==> src/rtl/johnson_code_decoder.sv <==
// Johnson code receiver: checks that a Johnson word is legal, decodes it to a
// binary index, verifies that successive words follow each other, locks onto
// a clean sequence and keeps a saturating count of errors.
//
// state  | meaning
// HUNT   | no trusted anchor; waiting for any legal word
// VERIFY | anchor held; counting consecutive correct successors
// LOCK   | LOCK_COUNT correct successors seen; sequence trusted
module johnson_code_decoder #(
  parameter  int N          = 8,
  parameter  int LOCK_COUNT = 4,
  parameter  int ERR_W      = 8,
  localparam int IW         = $clog2(2*N)
) (
  input  logic             clk,
  input  logic             rst_n,
  input  logic             in_valid,
  input  logic [N-1:0]     in_code,
  input  logic             clr_err,
  output logic [IW-1:0]    idx,
  output logic             idx_valid,
  output logic             code_illegal,
  output logic             seq_error,
  output logic             locked,
  output logic [ERR_W-1:0] err_count
);

  localparam int GW = $clog2(LOCK_COUNT + 1);

  typedef enum logic [1:0] {
    HUNT   = 2'd0,
    VERIFY = 2'd1,
    LOCK   = 2'd2
  } state_t;

  state_t        state;
  logic [N-1:0]  anchor;
  logic [GW-1:0] good;

  int            trans;
  int            pop;
  logic          legal;
  logic [IW-1:0] dec;
  logic [N-1:0]  succ;
  logic          match;
  logic          seq_evt;
  logic          err_evt;
  logic [GW-1:0] good_inc;

  // Legality (at most one adjacent-bit transition) and index decode
  always_comb begin
    trans = 0;
    pop   = 0;
    for (int i = 0; i < N - 1; i++) begin
      if (in_code[i] != in_code[i+1]) trans++;
    end
    for (int i = 0; i < N; i++) begin
      if (in_code[i]) pop++;
    end
    legal = (trans <= 1);
    if (in_code == '0)
      dec = '0;
    else if (in_code[N-1])
      dec = IW'(pop);
    else
      dec = IW'(2*N - pop);
    succ     = {~anchor[0], anchor[N-1:1]};
    match    = (in_code == succ);
    seq_evt  = in_valid && legal && (state != HUNT) && !match;
    err_evt  = (in_valid && !legal) || seq_evt;
    good_inc = good + 1'b1;
  end

  // Sequence FSM with registered index, pulses and lock flag
  always_ff @(posedge clk or negedge rst_n) begin
    if (!rst_n) begin
      state        <= HUNT;
      anchor       <= '0;
      good         <= '0;
      idx          <= '0;
      idx_valid    <= 1'b0;
      code_illegal <= 1'b0;
      seq_error    <= 1'b0;
      locked       <= 1'b0;
    end else begin
      idx_valid    <= 1'b0;
      code_illegal <= 1'b0;
      seq_error    <= 1'b0;
      if (in_valid) begin
        if (!legal) begin
          code_illegal <= 1'b1;
          state        <= HUNT;
          good         <= '0;
          locked       <= 1'b0;
        end else begin
          idx       <= dec;
          idx_valid <= 1'b1;
          anchor    <= in_code;
          seq_error <= seq_evt;
          case (state)
            HUNT: begin
              state  <= VERIFY;
              good   <= '0;
              locked <= 1'b0;
            end
            VERIFY: begin
              if (match) begin
                good <= good_inc;
                if (good_inc == GW'(LOCK_COUNT)) begin
                  state  <= LOCK;
                  locked <= 1'b1;
                end
              end else begin
                good <= '0;
              end
            end
            LOCK: begin
              if (!match) begin
                state  <= VERIFY;
                good   <= '0;
                locked <= 1'b0;
              end
            end
            default: begin
              state  <= HUNT;
              good   <= '0;
              locked <= 1'b0;
            end
          endcase
        end
      end
    end
  end

  // Saturating error counter; clear has priority over a same-cycle error
  always_ff @(posedge clk or negedge rst_n) begin
    if (!rst_n)
      err_count <= '0;
    else if (clr_err)
      err_count <= '0;
    else if (err_evt && (err_count != {ERR_W{1'b1}}))
      err_count <= err_count + 1'b1;
  end

endmodule

==> config.mk <==
export PLATFORM = sky130hd
export DESIGN_NAME = johnson_code_decoder
export DESIGN_NICKNAME = d
export VERILOG_FILES = /design/src/rtl/johnson_code_decoder.sv
export SDC_FILE = /design/constraint.sdc
export NUM_CORES = 1
export LEC_CHECK = 0
export BUFFER_PORTS_ARGS = -buffer_cell sky130_fd_sc_hd__buf_2
export CORE_MARGIN = 2
export CORE_UTILIZATION = 45
export CTS_BUF_LIST = sky130_fd_sc_hd__clkbuf_16
export CTS_CLUSTER_SIZE = 14
export DETAILED_ROUTE_END_ITERATION = 8
export PLACE_DENSITY = 0.67
export SLEW_MARGIN = 20
export SYNTH_ARGS = -nofsm -noshare
export SYNTH_HDL_FRONTEND = slang
export SYNTH_SLANG_ARGS = --single-unit
==> constraint.sdc <==
create_clock -name clk -period 2.1 [get_ports clk]
set_input_delay 0.42 -clock clk [delete_from_list [all_inputs] [get_ports clk]]
set_output_delay 0.42 -clock clk [all_outputs]
set_load 0.01 [all_outputs]
==> impl_metrics.tcl, run 1 <==
set metrics [dict create \
    seq_power_share_pct 18.7 \
    drv_cap 0 \
    first_global_vias 2600 \
    r2r-end "err_count[6]$_DFFE_PN0P_" \
    wl_per_cell_um 16.1 \
    die_w_um 80.1 \
    track_usage_pct 24.6 \
    crit_path_end_kind "flip-flop" \
    antenna_left 0 \
    pwr_density_cell_nw_per_um2 1120 \
    ys_seq_elements 29 \
    ys_seq_area_share_pct 27.8 \
    numCtsBuffers 5 \
    layout_min_cycle_time_ps 4150 \
    synthArstFlopShare_pct 100 \
    port_buffers 27 \
    finalHoldViolCount 0 \
    clk_pin_slew_ps 50 \
    comb_power_share_pct 66.3 \
    clockRootBuffer "clkbuf_16" \
    grt_pass1_wl_um 12200 \
    fin_worst_skew_ps 3.15 \
    cpMaxStageDelayCell "ha_4" \
    path_buf_inv 3 \
    hold_path_class "primary input to async pin" \
    num_io_pins 28 \
    slowest_delay_ps 320 \
    critPathMaxFanout 4 \
    areaGrowthSynthToFinish_pct 58.9 \
    slew_viol_final 0 \
    r2r_start "err_count[3]$_DFFE_PN0P_" \
    yosys_most_used_dff "dfrtp_1" \
    r2r_slack_ps 110 \
    r2r_cells 7 \
    pre_cts_ws_ps -2600 \
    grt_setup_unrepaired "yes" \
    cts.sinks 29 \
    tightest_slew_ps 740 \
    htreeDepth 2 \
    finalCritPeriodShare_pct 198 \
    synth_edf_count 0 \
    synth_top_area_share_pct 27.8 \
    syn-num-nets 311 \
    clockBufferDepth 2 \
    grt_start_max_net_pins 30 \
    path_cells "buf_12 -> inv_4 -> ha_4 -> xnor2_4 -> inv_2 -> ha_4 -> nand2b_4 -> o21a_1 -> ha_1 -> nand2_2 -> nand2_2 -> ha_4 -> nor2_2 -> a31oi_2 -> ha_1 -> mux2_4 -> ha_4 -> mux2i_1 -> ha_2 -> nor2_2 -> a21oi_2 -> xnor2_1 -> nor2_1 -> mux2_4" \
    num_vias 2573 \
    drt_first_pass_iters 4 \
    critPathKind "primary input to flip-flop" \
    critPathRequiredTime_ps 2260 \
    synth.area.top_cells "dfrtp_1, ha_1, xnor2_1, mux2_2, nand4_1" \
    diodes 0 \
    syn_area_sq_um 2610 \
    switching_share_pct 37.5 \
    antenna_found_initial 0 \
    gr-total-overflow 0 \
    relSlewSlack_pct 50.0 \
    violations "negative setup slack" \
    drc 0 \
    die-area_sq_um 6420 \
    worst_path_most_repeated_cell "ha_4" \
    drt_iter0_drc 129 \
    coreArea_sq_um 5540 \
    dieHeight_um 80.1 \
    yosysUniqueCellTypes 57 \
    totalWireLength_um 7540 \
    max_clock_freq_ghz 0.241 \
    cpLargestDelayFamily "adder cells" \
    clock_latency_ps 280 \
    ir_worst_vdd_v 0.00103 \
    yosysWarnings 0 \
    gp_congestion 0.845 \
    cts_tree "yes" \
    syn_inst 280 \
    worstSetupStartpointType "primary input" \
    p_int_uw 2900 \
    finalWorstSetupSlack_ps -2050 \
    start_util_pct 47.0 \
    multi_input_area_sq_um 2160 \
    endpoint "idx[2]$_DFFE_PN0N_" \
    crit_arrival_ps 4310 \
    dpl.hpwl_um 4880 \
    syn_area_per_cell_sq_um 9.31 \
    net-switching-power_uw 1740 \
    fill_cells 344 \
    total_leakage_power_uw 0.00194 \
    num_rows 27 \
    crit_path_start "in_code[0]" \
    setup_violations 29 \
    hold_ws_ps 180 \
    viasPerCell 5.49 \
    cp_num_cells 24 \
    run_status "finished, violations left" \
    synth_top_area_cell "dfrtp_1" \
    clockPowerShare_pct 15.1 \
    regArea_sq_um 726 \
    num-nets-final 427 \
    drive_gt1_share_pct 51.6 \
]
## metal layers
| layer | track usage [%] | share of wire [%] | up-vias | wire, um |
|---|---|---|---|---|
| met5 | 0 | 0 | - | 0 |
| met4 | 8.14 | 1.2 | 0 | 89 |
| met3 | 4.16 | 4.3 | 12 | 323 |
| met2 | 43.3 | 51 | 77 | 3850 |
| met1 | 30.5 | 43 | 1243 | 3270 |
| li1 | - | - | 1241 | - |
## placed cells by master, fill, tap and decap left out, types with 3 or more instances in the layout
master      n
buf_6       7
o21ai_0     8
mux2_4     12
xor2_1      4
or3_1       6
xnor2_1    22
buf_2      24
inv_1      14
nor2_1     17
xnor3_1     3
mux2i_1     3
nand4_1    13
and2_1      5
buf_12      4
nand2_4     3
dfrtp_1    29
buf_4      84
nor2b_1     4
nand2_1    13
and4_1      3
inv_2       5
o21ai_2     3
clkbuf_16   5
a21oi_1     9
o21a_1      5
and3_1      3
xnor2_4     3
nor2_2      4
ha_4       10
nand3_1     6
o211ai_1    3
ha_1        7
nand2_2     4
## sequential cells by signal, indices dropped and copies added, names as in the netlist
signal / count
anchor: 8
err_count: 8
idx: 4
good: 3
state: 2
code_illegal: 1
idx_valid: 1
locked: 1
seq_error: 1
## worst reg2reg max path, cell delays in order, from the launching register on
cell     delay [ps]
dfrtp_1         400
and2_1          190
and3_1          200
a41oi_1         330
o41ai_4         160
buf_4           190
or3_1           320
a21oi_1         140
## how the worst min path moves through the flow
stage,from,to,slack (ps),depth (start not counted)
after floorplan,rst_n,anchor[0]$_DFFE_PN0N_,120,0
after global placement,rst_n,good[2]$_DFFE_PN0P_,480,1
after detailed placement,rst_n,good[2]$_DFFE_PN0P_,480,1
after CTS,rst_n,good[2]$_DFFE_PN0P_,200,1
after global routing,rst_n,good[0]$_DFFE_PN0P_,250,1
final,rst_n,good[2]$_DFFE_PN0P_,180,1
## repair_timing
action	CTS	global route
pin swaps	38	9
setup buffers	16	6
hold buffers	0	0
resized for setup	68	15
setup endpoints to repair	29	29
gates cloned	2	0
## cell usage after synthesis, types with 2 or more instances
cell type and count:
dfrtp_1 29, nand3_1 7, buf_2 4, clkbuf_1 2, and4_1 3, inv_1 21
and3_1 5, xnor3_1 3, nand2_1 20, xor2_1 6, nand2b_1 3, xnor2_1 24
nand4_1 13, o21ai_0 11, mux2_2 12, or3_1 7, a21oi_1 11, o21a_1 5
nor2_1 21, o41ai_1 2, o211ai_1 3, o2111ai_1 2, ha_1 19, mux2i_1 3
buf_6 2, and2_1 7, nor2b_1 5
## power groups by stage
stage	Combinational, uW	Sequential [uW]	Clock (uW)
2_1_floorplan	1420	874	0
6_report	3070	866	698
4_1_cts	2870	853	700
5_1_grt	3300	887	728
3_3_place_gp	2150	852	0
3_5_place_dp	2210	856	0
## cells by family after synthesis
| family | after synthesis | share of synthesized area [%] |
|---|---|---|
| compound gates | 52 | 15.8 |
| buf+inv | 32 | 5.57 |
| mux | 15 | 6.34 |
| xor+xnor | 36 | 15.3 |
| flops | 29 | 27.8 |
| fa+ha+maj | 19 | 9.12 |
| simple gates | 97 | 20.1 |
## per-stage QoR
stage,util (%),power (uW),cell area [sq um],setup TNS [ps],cells
final,74.7,4640,4140,-54690,469
after floorplan,-,2290,2750,-62400,280
after global routing,74.7,4910,4140,-59220,469
after detailed placement,62.1,3070,3440,-71580,439
after global placement,62.1,3010,3440,-68770,439
after CTS,72.8,4430,4030,-53270,464
## cell type report
type,instances,area share [%]
Tap cell,72,2.18
Inverter,21,2.02
Multi-Input combinational cell,219,52.1
Sequential cell,29,17.5
Clock inverter,3,0.423
Clock buffer,5,3.02
Timing Repair Buffer,120,22.8
Power figures use the tool's default switching activity.
==> run 2: changes to the inputs <==
- TNS_END_PERCENT: not set -> 50
==> run 2 against run 1 <==
Net effect: the flow still finishes with violations (negative setup slack); combinational power up 10%; clock skew is 1.2 ps higher; first-iteration DRC count is 32% higher; die area unchanged; power rose by 9.1%; core utilization is 2.6 points higher; count of clock-buffer cells in the layout is the same; register-to-register slack better by 20 ps; clock power increased by 14%; non-clock buffer count grew 20; critical path type unchanged; critical endpoint unchanged; highest routed layer unchanged.
==> impl_metrics.tcl, run 2 (same netlist as run 1, synthesis figures left out) <==
set metrics [dict create \
    stdcell_area_sq_um 4280 \
    relSlewSlack_pct 56.8 \
    totalWireLength_um 8340 \
    fin_tns_setup_ps -57480 \
    crit_arrival_ps 4380 \
    grt_util_met2_pct 44.1 \
    fin_worst_skew_ps 4.33 \
    num_vias 2726 \
    layout_min_cycle_time_ps 4220 \
    final_cell_mix "buf_4, dfrtp_1, buf_2" \
    r2r_slack_ps 130 \
    die-area_sq_um 6420 \
    worstSetupStartpointType "primary input" \
    gr-total-overflow 0 \
    cpMaxStageDelayCell "ha_1" \
    finalCritPeriodShare_pct 201 \
    wl_per_cell_um 17.1 \
    pre_cts_ws_ps -2670 \
    finalWorstSetupSlack_ps -2120 \
    violations "negative setup slack" \
    total_leakage_power_uw 0.00204 \
    busiest_layer "met2" \
    gr-usage-met1_pct 33.5 \
    first_global_vias 2712 \
    coreArea_sq_um 5540 \
    drt_first_pass_iters 4 \
    diodes 0 \
    cts.sinks 29 \
    layout_commonest_cell "buf_4" \
    track_usage_pct 25.7 \
    crit_path_end_kind "flip-flop" \
    slew_viol_final 0 \
    dpl.hpwl_um 4620 \
    start_util_pct 47.0 \
    clockBufferDepth 2 \
    clockRootBuffer "clkbuf_16" \
    drt_iter0_drc 170 \
    pwr_density_cell_nw_per_um2 1180 \
    r2r_start "err_count[3]$_DFFE_PN0P_" \
    port_buffers 27 \
    clock_latency_ps 280 \
    max_clock_freq_ghz 0.237 \
    drive_gt1_share_pct 53.4 \
    drv_cap 0 \
    grtUsageMet3_pct 4.38 \
    htreeDepth 2 \
    grt_start_max_net_pins 30 \
    hold_ws_ps 171 \
    gp_congestion 0.809 \
    run_status "finished, violations left" \
    critPathRequiredTime_ps 2260 \
    num_io_pins 28 \
    hold_path_class "primary input to async pin" \
    dieHeight_um 80.1 \
    finalHoldViolCount 0 \
    r2r_cells 7 \
    r2r-end "err_count[4]$_DFFE_PN0P_" \
    path_cells "buf_12 -> ha_4 -> nor2b_1 -> or2_4 -> ha_4 -> nand2b_4 -> o21a_1 -> ha_1 -> nand2_1 -> nand2_1 -> ha_1 -> nor2_2 -> a31oi_2 -> ha_1 -> mux2_4 -> ha_4 -> mux2i_1 -> ha_2 -> nor2_2 -> a21oi_2 -> xnor2_2 -> nor2_1 -> mux2_4" \
    setup_violations 29 \
    clk_pin_slew_ps 50 \
    grt_pass1_wl_um 12900 \
    critPathKind "primary input to flip-flop" \
    num-nets-final 447 \
    antenna_left 0 \
    fill_cells 326 \
    ir_worst_vdd_v 0.00104 \
    numCtsBuffers 5 \
    antenna_found_initial 0 \
    grt_setup_unrepaired "yes" \
    areaGrowthSynthToFinish_pct 64.3 \
    critPathMaxFanout 4 \
    regArea_sq_um 726 \
    viasPerCell 5.59 \
    drc 0 \
    place_area_sq_um 3430 \
    reg.largest.list "anchor x8, err_count x8, idx x4" \
    tightest_slew_ps 648 \
    num_rows 27 \
    cts_tree "yes" \
    multi_input_area_sq_um 2150 \
    die_w_um 80.1 \
    slowest_delay_ps 340 \
]
## run 2: cell count changes in the layout (fill, tap and decap cells not counted), sizes merged
cell,change
clkinvlp,-1
buf,+20
bufinv,+1
bufbuf,-1
clkinv,-1
clkbuf,+1
## run 2: report_power, final
part	leakage (uW)	switching [uW]	internal [uW]	total [uW]
logic	0.00159	1460	1930	3390
registers	0.000374	143	732	875
clock network	0.0000797	244	549	793
## run 2: worst max path at each step
stage	start	depth (start not counted)	slack, ps	end
3_3_place_gp	in_code[1]	23	-2580	idx[2]$_DFFE_PN0N_
3_5_place_dp	in_code[1]	23	-2670	idx[2]$_DFFE_PN0N_
4_1_cts	in_code[0]	24	-1980	idx[2]$_DFFE_PN0N_
6_report	in_code[1]	23	-2120	idx[2]$_DFFE_PN0N_
5_1_grt	in_code[1]	23	-2310	idx[2]$_DFFE_PN0N_
2_1_floorplan	in_code[2]	23	-2340	anchor[4]$_DFFE_PN0N_
## run 2: repair_timing
| item | in CTS | in global routing |
|---|---|---|
| buffers inserted | 32 | 10 |
| hold buffers | 0 | 0 |
| gates cloned | 2 | 0 |
| pin swaps | 45 | 22 |
| resized for setup | 62 | 25 |
| setup endpoints to repair | 29 | 29 |
## run 2: area by class of cell
type | count | area share [%]
Tap cell | 72 | 2.10
Inverter | 21 | 1.96
Timing Repair Buffer | 140 | 25.1
Clock inverter | 2 | 0.818
Sequential cell | 29 | 16.9
Multi-Input combinational cell | 219 | 50.2
Clock buffer | 5 | 2.92
## run 2: per-stage QoR
stage	power (uW)	util, %	instances
floorplan	2290	-	280
global placement	3060	61.9	439
detailed placement	3110	61.9	439
CTS	4600	74.3	479
global route	5370	77.3	488
finish	5060	77.3	488
## run 2: critical path: cells and delay by family
| family | cells | cell delay [ps] |
|---|---|---|
| XOR/XNOR | 1 | 140 |
| buffers and inverters | 1 | 120 |
| adder cells (fa/ha/maj) | 7 | 1700 |
| AO/OA/AOI/OAI | 3 | 460 |
| AND/OR/NAND/NOR | 8 | 810 |
| multiplexers | 3 | 740 |
## run 2: per-layer routing
metal | vias to the layer above | routed length [um]
li1 | 1277 | -
met1 | 1345 | 3480
met2 | 80 | 4300
met3 | 24 | 353
met4 | 0 | 201
met5 | - | 0
